$ cat config.mk
export PLATFORM = sky130hd
export DESIGN_NAME = csr_trap_seq
export DESIGN_NICKNAME = d
export VERILOG_FILES = /design/src/rtl/csr_trap_seq.sv
export SDC_FILE = /design/constraint.sdc
export NUM_CORES = 1
export LEC_CHECK = 0
export ABC_CLOCK_PERIOD_IN_PS = 7700
export BUFFER_PORTS_ARGS = -buffer_cell sky130_fd_sc_hd__buf_2
export CAP_MARGIN = 20
export CORE_MARGIN = 2
export CORE_UTILIZATION = 40
export CTS_CLUSTER_DIAMETER = 30
export CTS_CLUSTER_SIZE = 28
export DETAILED_ROUTE_END_ITERATION = 16
export PLACE_DENSITY = 0.73
export SYNTH_ARGS = -nofsm -noshare
export SYNTH_HDL_FRONTEND = slang
export SYNTH_SLANG_ARGS = --single-unit
$ cat constraint.sdc
create_clock -name clk -period 7.7 [get_ports clk]
set_input_delay 0.385 -clock clk [delete_from_list [all_inputs] [get_ports clk]]
set_output_delay 0.385 -clock clk [all_outputs]
set_load 0.01 [all_outputs]
$ cat src/rtl/csr_trap_seq.sv
// rtl/csr_trap_seq.sv - CSR port initiator: pipeline passthrough plus trap-entry / MRET sequencer
//
// Ports:
//   clk, rst            clock, synchronous active-high reset
//   pipe_csr_*          pipeline CSR op (addr/wdata/we in, rdata/stall out)
//   trap_req/pc/cause/tval, mret_req   sequence requests (one-cycle pulses)
//   busy                sequencer owns the CSR port
//   redirect_valid/pc   one-cycle fetch redirect at end of a sequence
//   csr_addr/wdata/we   drive to CSR file; csr_rdata is combinational on csr_addr
module csr_trap_seq #(
    parameter int XLEN = 32
) (
    input  logic            clk,
    input  logic            rst,
    input  logic [11:0]     pipe_csr_addr,
    input  logic [XLEN-1:0] pipe_csr_wdata,
    input  logic [1:0]      pipe_csr_we,
    output logic [XLEN-1:0] pipe_csr_rdata,
    output logic            pipe_csr_stall,
    input  logic            trap_req,
    input  logic [XLEN-1:0] trap_pc,
    input  logic [XLEN-1:0] trap_cause,
    input  logic [XLEN-1:0] trap_tval,
    input  logic            mret_req,
    output logic            busy,
    output logic            redirect_valid,
    output logic [XLEN-1:0] redirect_pc,
    output logic [11:0]     csr_addr,
    output logic [XLEN-1:0] csr_wdata,
    output logic [1:0]      csr_we,
    input  logic [XLEN-1:0] csr_rdata
);

    localparam logic [1:0]  WE_NONE = 2'b00;
    localparam logic [1:0]  WE_CSRW = 2'b01;
    localparam logic [11:0] A_MSTATUS = 12'h300;
    localparam logic [11:0] A_MTVEC   = 12'h305;
    localparam logic [11:0] A_MEPC    = 12'h341;
    localparam logic [11:0] A_MCAUSE  = 12'h342;
    localparam logic [11:0] A_MTVAL   = 12'h343;

    typedef enum logic [3:0] {
        S_IDLE,
        S_T_EPC,
        S_T_CAUSE,
        S_T_TVAL,
        S_T_STAT,
        S_T_VEC,
        S_R_STAT,
        S_R_SYNC,
        S_R_EPC
    } state_t;

    state_t          state_q, state_d;
    logic [XLEN-1:0] pc_q, pc_d;
    logic [XLEN-1:0] cause_q, cause_d;
    logic [XLEN-1:0] tval_q, tval_d;
    logic [XLEN-1:0] redir_q, redir_d;

    logic [XLEN-1:0] aligned_rdata;
    logic [XLEN-1:0] vec_target;
    logic [XLEN-1:0] stat_trap;
    logic [XLEN-1:0] stat_mret;

    always_ff @(posedge clk) begin
        if (rst) begin
            state_q <= S_IDLE;
            pc_q    <= '0;
            cause_q <= '0;
            tval_q  <= '0;
            redir_q <= '0;
        end else begin
            state_q <= state_d;
            pc_q    <= pc_d;
            cause_q <= cause_d;
            tval_q  <= tval_d;
            redir_q <= redir_d;
        end
    end

    always_comb begin
        aligned_rdata = {csr_rdata[XLEN-1:2], 2'b00};
        // Vectored mode only applies to interrupts; mode 1x falls back to direct.
        if (csr_rdata[1:0] == 2'b01 && cause_q[XLEN-1]) begin
            vec_target = aligned_rdata + {cause_q[XLEN-3:0], 2'b00};
        end else begin
            vec_target = aligned_rdata;
        end
        // Trap entry: MPIE <- MIE, MIE <- 0, MPP <- M.
        stat_trap        = csr_rdata;
        stat_trap[7]     = csr_rdata[3];
        stat_trap[3]     = 1'b0;
        stat_trap[12:11] = 2'b11;
        // MRET: MIE <- MPIE, MPIE <- 1, MPP stays M (only mode implemented).
        stat_mret        = csr_rdata;
        stat_mret[3]     = csr_rdata[7];
        stat_mret[7]     = 1'b1;
        stat_mret[12:11] = 2'b11;
    end

    always_comb begin
        state_d        = state_q;
        pc_d           = pc_q;
        cause_d        = cause_q;
        tval_d         = tval_q;
        redir_d        = redir_q;
        csr_addr       = '0;
        csr_wdata      = '0;
        csr_we         = WE_NONE;
        pipe_csr_rdata = csr_rdata;
        pipe_csr_stall = 1'b1;
        busy           = 1'b1;
        redirect_valid = 1'b0;
        redirect_pc    = redir_q;

        case (state_q)
            S_IDLE: begin
                busy           = 1'b0;
                csr_addr       = pipe_csr_addr;
                csr_wdata      = pipe_csr_wdata;
                csr_we         = pipe_csr_we;
                pipe_csr_stall = trap_req | mret_req;
                if (trap_req) begin
                    csr_we  = WE_NONE;
                    pc_d    = trap_pc & ~XLEN'(3);
                    cause_d = trap_cause;
                    tval_d  = trap_tval;
                    state_d = S_T_EPC;
                end else if (mret_req) begin
                    csr_we  = WE_NONE;
                    state_d = S_R_STAT;
                end
            end
            S_T_EPC: begin
                csr_addr  = A_MEPC;
                csr_we    = WE_CSRW;
                csr_wdata = pc_q;
                state_d   = S_T_CAUSE;
            end
            S_T_CAUSE: begin
                csr_addr  = A_MCAUSE;
                csr_we    = WE_CSRW;
                csr_wdata = cause_q;
                state_d   = S_T_TVAL;
            end
            S_T_TVAL: begin
                csr_addr  = A_MTVAL;
                csr_we    = WE_CSRW;
                csr_wdata = tval_q;
                state_d   = S_T_STAT;
            end
            S_T_STAT: begin
                csr_addr  = A_MSTATUS;
                csr_we    = WE_CSRW;
                csr_wdata = stat_trap;
                state_d   = S_T_VEC;
            end
            S_T_VEC: begin
                csr_addr       = A_MTVEC;
                redirect_valid = 1'b1;
                redirect_pc    = vec_target;
                redir_d        = vec_target;
                state_d        = S_IDLE;
            end
            S_R_STAT: begin
                csr_addr  = A_MSTATUS;
                csr_we    = WE_CSRW;
                csr_wdata = stat_mret;
                state_d   = S_R_SYNC;
            end
            S_R_SYNC: begin
                // Port held quiet for one cycle so the MRET redirect lands at
                // acceptance+3 and the MSTATUS write has committed before MEPC is read.
                state_d = S_R_EPC;
            end
            S_R_EPC: begin
                csr_addr       = A_MEPC;
                redirect_valid = 1'b1;
                redirect_pc    = aligned_rdata;
                redir_d        = aligned_rdata;
                state_d        = S_IDLE;
            end
            default: begin
                state_d = S_IDLE;
            end
        endcase

        // A reset cycle must not commit a CSR write or fire a redirect.
        if (rst) begin
            csr_addr       = '0;
            csr_wdata      = '0;
            csr_we         = WE_NONE;
            redirect_valid = 1'b0;
        end
    end

endmodule

---- Word-level counts from Yosys, hierarchy flattened ----
Cells that the tools add are included.
cells by class
  add/subtract/negate cells ............... 1
  $mul .................................... 0
  div/mod/pow operators ................... 0
  $lt $le $gt $ge ......................... 0
  equal/unequal tests ..................... 10
  shift operators ......................... 0
  muxes and demuxes ....................... 17
  bitwise gates (word level) .............. 1
  reduce and logical (&&, ||, !) cells .... 7
operators by type and width
  cell                                                                   count
  32-bit one-hot mux with 6 select lines                                 1
  12-bit one-hot mux with 6 select lines                                 1
  32-bit 2-to-1 mux                                                      2
  32-bit one-hot mux with 2 select lines                                 1
  32-bit adder                                                           1
  4-bit one-hot mux with 7 select lines                                  1
  4-bit by 3-bit equality test with 1-bit output, second input constant  4
  12-bit 2-to-1 mux                                                      1
  4-bit by 2-bit equality test with 1-bit output, second input constant  2
  4-bit 2-to-1 mux                                                       2
  2-bit 2-to-1 mux                                                       3
  2-bit OR reduction                                                     3
  5-bit OR reduction                                                     1
  4-bit by 1-bit equality test with 1-bit output, second input constant  1
  4-bit equality test, second input constant                             1
  4-bit zero test                                                        1
  1-bit 2-to-1 mux                                                       4
  2-bit one-hot mux with 2 select lines                                  1
  3-bit inequality test, second input constant                           1
  2-bit by 1-bit equality test with 1-bit output, second input constant  1
  2-bit AND reduction                                                    1
  1-bit logical AND                                                      1
  1-bit OR                                                               1
word-level totals
  register bits ........................... 130
  latch bits .............................. 0
  bits in writable memories ............... 0
  memory bits (read-only) ................. 0
  bits of input ports ..................... 178
  output and inout port bits .............. 113
  memories ................................ 0

---- Depth between registers and ports, before layout ----
  depth after elaboration ................. 4
  depth in mapped cells ................... 10
  gate-level depth less buffers ........... 9

---- Least setup slack after synthesis ----
Ideal clock, no wire load.
  path type ............................... input port to output port
  start ................................... input port csr_rdata[2]
  end ..................................... output port redirect_pc[28]
  arrival time ............................ 2,620 ps
  data required time ...................... 7,315 ps
  setup slack ............................. 4,695 ps
  stages .................................. 9
  path through ............................ ha_1 > fa_1 > a21o_1 > a221oi_2 > or4_4 > nand3_4 > a221oi_4 > mux2_1 > and2_1
on the way
  longest elaborated chain between the ends .. 3
RTL lines
  item                                    line  source
  start, declared                         31    input logic [XLEN-1:0] csr_rdata
  32-bit adder                            85    vec_target = aligned_rdata + {cause_q[XLEN-3:0], 2'b00};
  32-bit 2-to-1 mux                       84    if (csr_rdata[1:0] == 2'b01 && cause_q[XLEN-1]) begin
  32-bit one-hot mux with 2 select lines  -
  end, declared                           27    output logic [XLEN-1:0] redirect_pc,
No other way between the ends.

---- Final worst setup path ----
  start ................................... register state_q[3]
  end ..................................... output port redirect_pc[9]
on the way
  longest elaborated chain between the ends .. 2
  elaborated cells on any way between the ends .. 3
  classes of those cells .................. eq/ne: 2; mux: 1
RTL lines
  item                                                                                   line  source
  start, declared                                                                        54    state_t state_q, state_d;
  start signal, assigned                                                                 73    state_q <= state_d;
  4-bit equality test or 4-bit by 3-bit equality test with 1-bit output (tied branches)  116   case (state_q)
  32-bit one-hot mux with 2 select lines *                                               -
Mark *: on every way between the ends. The rest lies on a longest branch, timed or not.

==> summary.md <==
| Metric | Value |
|---|---|
| Capture point of the worst path | redirect_pc[9] |
| Antenna violations before repair | 1 |
| Worst setup startpoint | state_q[3] |
| Worst flop-to-flop path endpoint | redir_q[31] |
| Setup violation total in the final timing report | 0 |
| Post-CTS Repair Setup Buffers | 0 |
| Setup Slack @ Placement | 4.150 ns |
| Fraction of layout instances using a drive strength above 1 | 26.30% |
| Hold buffer count at CTS | 0 |
| Arrival time of data at the critical path endpoint | 3.49 ns |
| Row count | 52 |
| Maximum number of buffers from clock root to sink | 2 |
| First-pass GRT wire length | 45.29 mm |
| Max-capacitance violation count | 0 |
| Final hold violation count | 0 |
| Type of element launching the critical path | flip-flop |
| Worst reg-to-reg path cell count | 8 |
| Top cells by area, synth | sky130_fd_sc_hd__dfxtp_1, sky130_fd_sc_hd__nand2_1, sky130_fd_sc_hd__a21oi_1 |
| Max-slew violations | 0 |
| Synth Area in XOR/XNOR | 1.682% |
| Clock tree from TritonCTS | done |
| Placed Area | 9629 sq um |
| Register-to-register setup slack | 4.52 ns |
| Post-synth EDFFs | 0 |
| Number of search-and-repair iterations in the first detailed-routing pass | 9 |
| Fmax | 257.8 MHz |
| Net count after synthesis | 1347 |
| Multiplexer area fraction after synthesis | 5.167% |
| Relative max-transition margin | 27.78% |
| Final weighted congestion in routability-driven placement | 0.9176 |
| Required @ worst endpoint | 7.32 ns |
| Count of distinct cell types in the synthesized netlist | 73 |
| Arithmetic-cell share of the synthesized area counting full adders, half adders and majority gates | 4.597% |
| Final ANT Viol Nets | 0 |
| Maximum fanout count along the critical path | 35 |
| Synth top area share | 31.25% |
| Maximum number of pins on one net before global-route repair | 95 |
| Final wirelength | 30.50 mm |
| Share of the core filled with cells | 50.40% |
| Fill count | 2034 |
| Flip-flop and latch count after synthesis | 130 |
| Simple-gate share of the synthesized area | 24.92% |
| Dominant combinational cell family by area after synthesis | simple AND/OR/NAND/NOR gates |
| Vert. Die Dim | 148.3 um |
| Total GRT Usage | 26.68% |
| Initial cell density of the core | 40.90% |
| Number of instances resized during post-cts repair | 0 |
| Total Nets Final | 1547 |
| Top flip-flop cell by instance count after synthesis | sky130_fd_sc_hd__dfxtp_1 |
| Vias post-DR | 9053 |
| Via/cell ratio | 5.585 |
| Core area | 20360 sq um |
| Number of clock sinks | 130 |
| Number of H-tree branching levels | 4 |
| Number of CTS-inserted buffers | 17 |
| Post-detailed-route wirelength per cell | 18.81 um |
| Gate count after technology mapping | 1139 |
| Remaining DRCs | 0 |
| Leakage power of the design | 0.004476 uW |
| Port Buffers | 288 |
| Count of synthesis-stage warnings from yosys | 0 |
| Clk root buf | sky130_fd_sc_hd__clkbuf_16 |
| Setup slack of the critical path after layout | 3.820 ns |
| Worst hold path class | in -> reg |
| Slew at the pin closest to its max-slew limit | 1.082 ns |
| Area of the die | 21990 sq um |
| Synthesized-area fraction occupied by ao, oa, aoi and oai cells | 24.71% |
| Setup TNS | 0 ns |
| Footprint of the flip-flops and latches | 2604 sq um |
| IR Drop Worst-Case VDD | 0.1821 mV |
| Later-pin clock latency in the skew report | 0.42 ns |
| Min Clock Period, post-route | 3.880 ns |
| Crit Reg-Reg Startpoint | state_q[1] |
| Outcome | finished clean |
| Worst Clk Skew | 0.007409 ns |
| Power density over the cells | 236.7 nW/um^2 |
| Synthesized area | 8329 sq um |
| Total area of multi-input combinational cells | 5116 sq um |
| Startpoint of the lowest-slack hold path | trap_tval[18] |
| Synth-to-Final Area Change | 23.22% |
| Async set-or-reset flop fraction in the synthesized netlist | 0% |
| Setup repair after global routing missed its margin | no |
| Floorplan die width | 148.3 um |
| IO Count | 291 |
| Fraction of the yosys area taken by sequential cells | 31.25% |
| Yosys top cell by area | sky130_fd_sc_hd__dfxtp_1 |
| Post-layout instance area | 10260 sq um |
| Clock Pin Slew Worst Setup and Hold Paths | 0.06 ns |
| Post-synthesis area per instance | 7.313 sq um |
| DP HPWL | 22.10 mm |
| Worst Path Class, Setup | reg -> out |
| Period Utilization, post-route | 50.38% |
| Critical path endpoint category | output pin |
| Vias in the first global route | 8286 |
| Global route overflow | 0 |
| DR iter-0 viols | 934 |
-- cell type report --
class | count | share of cell area, %
Inverter | 14 | 0.5120
Antenna cell | 1 | 0.02438
Clock buffer | 19 | 4.413
Timing Repair Buffer | 298 | 14.80
Multi-Input combinational cell | 878 | 49.85
Sequential cell | 130 | 25.37
Clock inverter | 11 | 1.743
Tap cell | 270 | 3.291
-- stage by stage --
stage	power, uW	cells	hold slack, ns
6_report	2429	1621	0.1952
5_1_grt	2544	1620	0.1898
4_1_cts	2431	1620	0.1832
3_5_place_dp	1558	1590	0.4463
3_3_place_gp	1547	1590	0.4411
2_1_floorplan	1298	1139	0.4332
-- report_power, final --
part	switching (uW)	internal [uW]
combinational	480	284
clock	319	559
sequential	53.6	734
total	853	1580
-- placed cells by master (no fill, tap or decap), types with 5 or more instances in the layout --
| cell type | instances |
|---|---|
| sky130_fd_sc_hd__buf_2 | 287 |
| sky130_fd_sc_hd__nand2_1 | 277 |
| sky130_fd_sc_hd__a21oi_1 | 142 |
| sky130_fd_sc_hd__dfxtp_1 | 129 |
| sky130_fd_sc_hd__nor2_1 | 71 |
| sky130_fd_sc_hd__o21ai_0 | 53 |
| sky130_fd_sc_hd__mux2i_1 | 34 |
| sky130_fd_sc_hd__ha_1 | 29 |
| sky130_fd_sc_hd__a222oi_1 | 28 |
| sky130_fd_sc_hd__nor2b_1 | 22 |
| sky130_fd_sc_hd__a22oi_1 | 18 |
| sky130_fd_sc_hd__nor3_1 | 18 |
| sky130_fd_sc_hd__clkbuf_16 | 17 |
| sky130_fd_sc_hd__inv_1 | 14 |
| sky130_fd_sc_hd__nand3_1 | 12 |
| sky130_fd_sc_hd__and2_1 | 12 |
| sky130_fd_sc_hd__xnor2_1 | 12 |
| sky130_fd_sc_hd__buf_4 | 11 |
| sky130_fd_sc_hd__a21o_1 | 10 |
| sky130_fd_sc_hd__nand4_1 | 9 |
| sky130_fd_sc_hd__a31oi_1 | 9 |
| sky130_fd_sc_hd__a211oi_1 | 7 |
| sky130_fd_sc_hd__or3_1 | 6 |
| sky130_fd_sc_hd__o21a_1 | 6 |
| sky130_fd_sc_hd__o31ai_1 | 6 |
| sky130_fd_sc_hd__and3_1 | 5 |
| sky130_fd_sc_hd__o211ai_1 | 5 |
| sky130_fd_sc_hd__nor4_1 | 5 |
-- sequential cells by signal, summed over array words and instances (netlist names) --
| register | count |
|---|---|
| pc_q | 30 |
| redir_q | 32 |
| cause_q | 32 |
| state_q | 4 |
| tval_q | 32 |
-- cells in the mapped netlist (12+ instances only) --
library cell	instances
sky130_fd_sc_hd__xnor2_1	12
sky130_fd_sc_hd__dfxtp_1	130
sky130_fd_sc_hd__a222oi_1	28
sky130_fd_sc_hd__buf_2	22
sky130_fd_sc_hd__nand3_1	12
sky130_fd_sc_hd__nor2b_1	22
sky130_fd_sc_hd__a22oi_1	18
sky130_fd_sc_hd__inv_1	14
sky130_fd_sc_hd__nor2_1	74
sky130_fd_sc_hd__clkbuf_1	60
sky130_fd_sc_hd__ha_1	29
sky130_fd_sc_hd__buf_4	32
sky130_fd_sc_hd__o21ai_0	53
sky130_fd_sc_hd__nand2_1	278
sky130_fd_sc_hd__nor3_1	19
sky130_fd_sc_hd__a21oi_1	142
sky130_fd_sc_hd__and2_1	12
sky130_fd_sc_hd__mux2i_1	34
-- layer usage --
metal / share of wire (%) / global-route usage, %
met5: 0 / 0
met4: 1.9 / 7.571
met3: 8.3 / 6.227
met2: 48 / 45.49
met1: 42 / 33.76
-- worst max-delay path, stage by stage, from the launching register on --
cell and delay [ns]:
sky130_fd_sc_hd__dfxtp_1 0.75, sky130_fd_sc_hd__or3b_1 0.43, sky130_fd_sc_hd__a21o_1 0.17, sky130_fd_sc_hd__buf_4 0.26, sky130_fd_sc_hd__nor2_2 0.66, sky130_fd_sc_hd__buf_4 0.35, sky130_fd_sc_hd__a22oi_1 0.10, sky130_fd_sc_hd__o31ai_1 0.13
sky130_fd_sc_hd__buf_2 0.21
-- worst min-delay path by stage --
stage,endpoint,slack [ns],depth (start not counted)
2_1_floorplan,tval_q[11],0.43,2
3_3_place_gp,pc_q[11],0.44,2
3_5_place_dp,pc_q[29],0.45,2
4_1_cts,pc_q[18],0.18,3
5_1_grt,pc_q[3],0.19,3
6_report,tval_q[18],0.20,3
-- cells by family (layout without fill, tap and decap cells) --
family          Yosys count  in the layout
compound gates          324            324
buf+inv                 131            342
xor+xnor                 16             16
simple gates            469            469
mux                      39             39
flops                   130            130
other cells               0              1
fa+ha+maj                30             30
Note: power is estimated with default switching activity, not from simulation.
